--- src/rtl/upc_count_scan.sv ---
// Package counter for the shared 7-segment decoder: BCD count of synchronized
// pkt_in rising edges, time-multiplexed one digit at a time onto bcd/digit_en.
module upc_count_scan #(
  parameter int NUM_DIGITS  = 4,
  parameter int REFRESH_DIV = 50000
) (
  input  logic                  clk,
  input  logic                  rst,
  input  logic                  pkt_in,
  input  logic                  clear,
  output logic [3:0]            bcd,
  output logic [NUM_DIGITS-1:0] digit_en,
  output logic                  overflow
);

  localparam int IW = (NUM_DIGITS > 1) ? $clog2(NUM_DIGITS) : 1;
  localparam int CW = $clog2(REFRESH_DIV);

  logic                    sync_a, sync_q, prev_q, inc;
  logic [4*NUM_DIGITS-1:0] count, count_nxt;
  logic                    carry, wrap;
  logic [CW-1:0]           rcnt;
  logic [IW-1:0]           idx, idx_next;
  logic                    tc;

  assign inc = sync_q & ~prev_q;

  // Ripple-carry BCD increment; the carry out of the top digit is the wrap.
  always_comb begin
    count_nxt = count;
    carry     = inc;
    for (int i = 0; i < NUM_DIGITS; i++) begin
      if (carry)
        count_nxt[4*i +: 4] = (count[4*i +: 4] >= 4'd9) ? 4'd0 : count[4*i +: 4] + 4'd1;
      carry = carry & (count[4*i +: 4] == 4'd9);
    end
    wrap = carry;
  end

  assign tc       = (rcnt == CW'(REFRESH_DIV - 1));
  assign idx_next = !tc ? idx :
                    (idx == IW'(NUM_DIGITS - 1)) ? '0 : idx + 1'b1;

  always_ff @(posedge clk or posedge rst) begin
    if (rst) begin
      sync_a <= 1'b0;
      sync_q <= 1'b0;
      prev_q <= 1'b0;
    end else begin
      sync_a <= pkt_in;
      sync_q <= sync_a;
      prev_q <= sync_q;
    end
  end

  always_ff @(posedge clk or posedge rst) begin
    if (rst) begin
      count    <= '0;
      overflow <= 1'b0;
    end else if (clear) begin
      count    <= '0;
      overflow <= 1'b0;
    end else begin
      count <= count_nxt;
      if (wrap)
        overflow <= 1'b1;
    end
  end

  // Value and enable are loaded from the same index so the bus never mixes digits.
  always_ff @(posedge clk or posedge rst) begin
    if (rst) begin
      rcnt     <= '0;
      idx      <= '0;
      bcd      <= 4'd0;
      digit_en <= ~NUM_DIGITS'(1);
    end else begin
      rcnt     <= tc ? '0 : rcnt + 1'b1;
      idx      <= idx_next;
      bcd      <= count[4*idx_next +: 4];
      digit_en <= ~(NUM_DIGITS'(1) << idx_next);
    end
  end

endmodule

--- config.mk ---
export PLATFORM = sky130hd
export DESIGN_NAME = upc_count_scan
export DESIGN_NICKNAME = d
export VERILOG_FILES = /design/src/rtl/upc_count_scan.sv
export SDC_FILE = /design/constraint.sdc
export NUM_CORES = 1
export LEC_CHECK = 0
export ABC_CLOCK_PERIOD_IN_PS = 2200
export CORE_MARGIN = 4
export CORE_UTILIZATION = 53
export DETAILED_ROUTE_END_ITERATION = 6
export GPL_ROUTABILITY_DRIVEN = 0
export GPL_TIMING_DRIVEN = 0
export PLACE_DENSITY = 0.77
export REMOVE_ABC_BUFFERS = 1
export SETUP_SLACK_MARGIN = 0.5
export SYNTH_ARGS = -nofsm -noshare
export SYNTH_HDL_FRONTEND = slang
export SYNTH_SLANG_ARGS = --single-unit
--- constraint.sdc ---
create_clock -name clk -period 2.2 [get_ports clk]
set_input_delay 0.55 -clock clk [delete_from_list [all_inputs] [get_ports clk]]
set_output_delay 0.55 -clock clk [all_outputs]
set_load 0.03 [all_outputs]
==> results.ini <==
[status]
status = finished, violations left
failed_checks = negative setup slack

[cts]
insertion_delay_ps = 290
htreeDepth = 2
cts_buffer_depth = 2
numCtsBuffers = 5
cts-root-buf = clkbuf_8
cts_tree = built
cts.sinks = 46
hold_buffers = 0
clk_pin_slew_ps = 80

[floorplanning]
initial_core_util_pct = 56.3
die_w_um = 73.9
coreArea_um2 = 4090
fp.dieArea_um2 = 5460
pin_count = 13
fp.dieH_um = 73.9
rows = 23

[timing]
rsz0062_at_grt = yes
fin_ws_ps = -3.45
slew_headroom_pct = 71.1
setup_violations = 2
fin_crit_sh_pct = 100
report.final.slew_viol_count = 0
max_freq_ghz = 0.454
finalCriticalPeriod_ps = 2200
clock_skew_ps = 2.02
finalHoldViolations = 0
tightest_slew_ps = 432

[drt]
vias_per_cell = 5.69
remaining_drc_errors = 0
drt-initial-drc-count = 88
antenna_left = 0
finalWirelength_um = 4620
dr.pass1.iters = 4
wl_per_cell_um = 15.0
vias = 1746

[yosys]
synthFlopType = dfrtp_1
synth_common_cells = 43 x dfrtp_1, 30 x nand2_1, 19 x nor2_1
syn_inst = 224
synthArstFlopShare_pct = 100
synth_warnings = 0
yosys-top-cells-area = dfrtp_1 47%, ha_1 7.6%, nand2_1 4.9%
yosysSeqAreaShare_pct = 50.2
synth.largest_area_cell = dfrtp_1
avgSynthCellArea_um2 = 10.3
ys_seq_elements = 46
synth_enable_flop_cells = 0
yosys.area.top_type_share_pct = 46.7
ys_types = 44
yosysMostFrequentCell = dfrtp_1
synth_area_um2 = 2300

[min_path]
hp-class = flip-flop to flip-flop
hp-start = sync_a$_DFF_PP0_
min_delay_worst_endpoint = sync_q$_DFF_PP0_
whs_path_depth = 0

[placed_design]
postPlaceCellArea_um2 = 2480
portBuffers = 12
dpl.hpwl_um = 2960
pre_cts_slack_ps = -897

[global_routing]
grt_max_degree = 34
grt_usage_pct = 18.5
first_global_vias = 1646
grt_antenna_before_repair = 0
grt_pass1_wl_um = 7650
gr-total-overflow = 0

[setup_path]
r2r_start = rcnt[7]$_DFF_PP0_
cp-start-kind = flip-flop
cp_max_fo = 5
r2r_slack_ps = -3
rr_endpoint = digit_en[0]$_DFF_PP0_
rr_worst_depth = 7
arrival_ps = 2390
worstSetupPathType = flip-flop to flip-flop
endpoint_kind = flip-flop
critPathRequiredTime_ps = 2390

[final_layout]
n_antenna_cell = 0
drive_gt1_share_pct = 26.1
syn_to_final_growth_pct = 24.4
stdcell_area_um2 = 2860
nets = 275

[power_and_ir_drop]
p_clk_share_pct = 33.7
intPower_mw = 1.10
leakage_nw = 1.29
pwr_density_cell_nw_per_um2 = 489
power_switching_mw = 0.304
p_seq_share_pct = 61.3
swShare_pct = 21.7
vdd.ir_drop.worst_uv = 291
p_comb_share_pct = 5.0

[flow_run]
drv_cap = 0

## kinds of logic (layout without fill, tap and decap cells)
group	Yosys count	in the layout	synth area share, %
XOR/XNOR	16	16	6.09
multiplexers	4	5	1.85
buffers and inverters	19	51	3.48
flip-flops	46	46	50.2
adder cells (fa/ha/maj)	14	14	7.61
AND/OR/NAND/NOR	92	92	21.5
AO/OA/AOI/OAI	33	33	9.29
## power by group through the flow
stage	combinational, mW	clock (mW)	sequential (mW)
finish	0.0703	0.472	0.859
global route	0.0796	0.531	0.860
CTS	0.0648	0.490	0.858
detailed placement	0.0658	0	0.874
global placement	0.0605	0	0.874
floorplan	0.0348	0	0.878
## worst max path at each step
| stage | from | end | slack, ps | cells past startpoint |
|---|---|---|---|---|
| global placement | rcnt[4]$_DFF_PP0_ | bcd[1]$_DFF_PP0_ | -890 | 6 |
| finish | rcnt[7]$_DFF_PP0_ | digit_en[0]$_DFF_PP0_ | -3 | 7 |
| CTS | rcnt[13]$_DFF_PP0_ | bcd[1]$_DFF_PP0_ | -50 | 6 |
| detailed placement | rcnt[4]$_DFF_PP0_ | bcd[1]$_DFF_PP0_ | -900 | 6 |
| floorplan | rcnt[4]$_DFF_PP0_ | bcd[0]$_DFF_PP0_ | -410 | 6 |
| global route | rcnt[7]$_DFF_PP0_ | bcd[1]$_DFF_PP0_ | -90 | 7 |
## area by class of cell
cell class / count / area [µm²]
multi-input cells: 160 / 1230
well taps: 50 / 62.6
clock buffers: 7 / 76.3
fillers: 291 / 1220
flip-flops and latches: 46 / 1160
inverters: 14 / 55.1
repair buffers: 30 / 287
## critical path, stage by stage (launching register included)
cell	delay, ps
dfrtp_1	390
or4b_4	550
nor4_4	270
buf_4	180
buf_6	140
mux2i_4	350
buf_6	180
nand2_2	50
## layer usage
metal	part of all wire [%]	global-route usage, %
met1	44	24.3
met2	50	30.2
met3	4.1	4.51
met4	2.7	6.04
met5	0	0
## registers in the layout, summed over array words and instances, names as in the netlist
name / cells
count: 16
rcnt: 16
bcd: 4
digit_en: 4
idx: 2
overflow: 1
prev_q: 1
sync_a: 1
sync_q: 1
## cells in the final DEF (no fill, tap or decap), types with 2 or more instances in the layout
cell,Yosys,layout
ha_2,0,2
buf_4,2,13
dfrtp_2,0,2
and3b_1,2,2
clkbuf_1,2,2
clkdlybuf4s15_2,0,3
a21oi_1,8,4
xor2_1,7,7
a21oi_2,0,4
and3_1,3,3
ha_1,14,12
dlygate4sd2_1,0,7
a22o_1,5,5
nor2_1,19,18
nand3_1,13,13
buf_12,0,2
clkdlybuf4s50_1,0,2
xnor2_1,9,9
o21ai_1,7,7
nand2_1,30,22
mux2_2,2,2
nor3b_1,5,3
dfstp_2,3,3
inv_1,12,10
inv_2,2,3
o21ai_0,5,4
mux2i_4,0,3
dfrtp_1,43,41
nor2b_1,4,4
clkbuf_8,0,5
nand2_2,0,7
nor3b_2,0,2
buf_6,0,3
a32oi_2,0,3
## through the flow
stage / power [mW] / hold WS, ps / util (%) / setup TNS [ps] / std cells
5_1_grt: 1.47 / 366 / 70.1 / -603 / 307
4_1_cts: 1.41 / 354 / 65.7 / -131 / 297
3_3_place_gp: 0.935 / 334 / 60.1 / -19720 / 281
3_5_place_dp: 0.940 / 337 / 60.6 / -6810 / 282
6_report: 1.40 / 352 / 70.1 / -6.06 / 307
2_1_floorplan: 0.912 / 331 / - / -2630 / 219
## timing repair
item	CTS	global route
resized for setup	26	31
buffers inserted	7	10
gates cloned	1	0
pin swaps	5	7
setup endpoints to repair	38	28
Note: power is estimated with default switching activity, not from simulation.
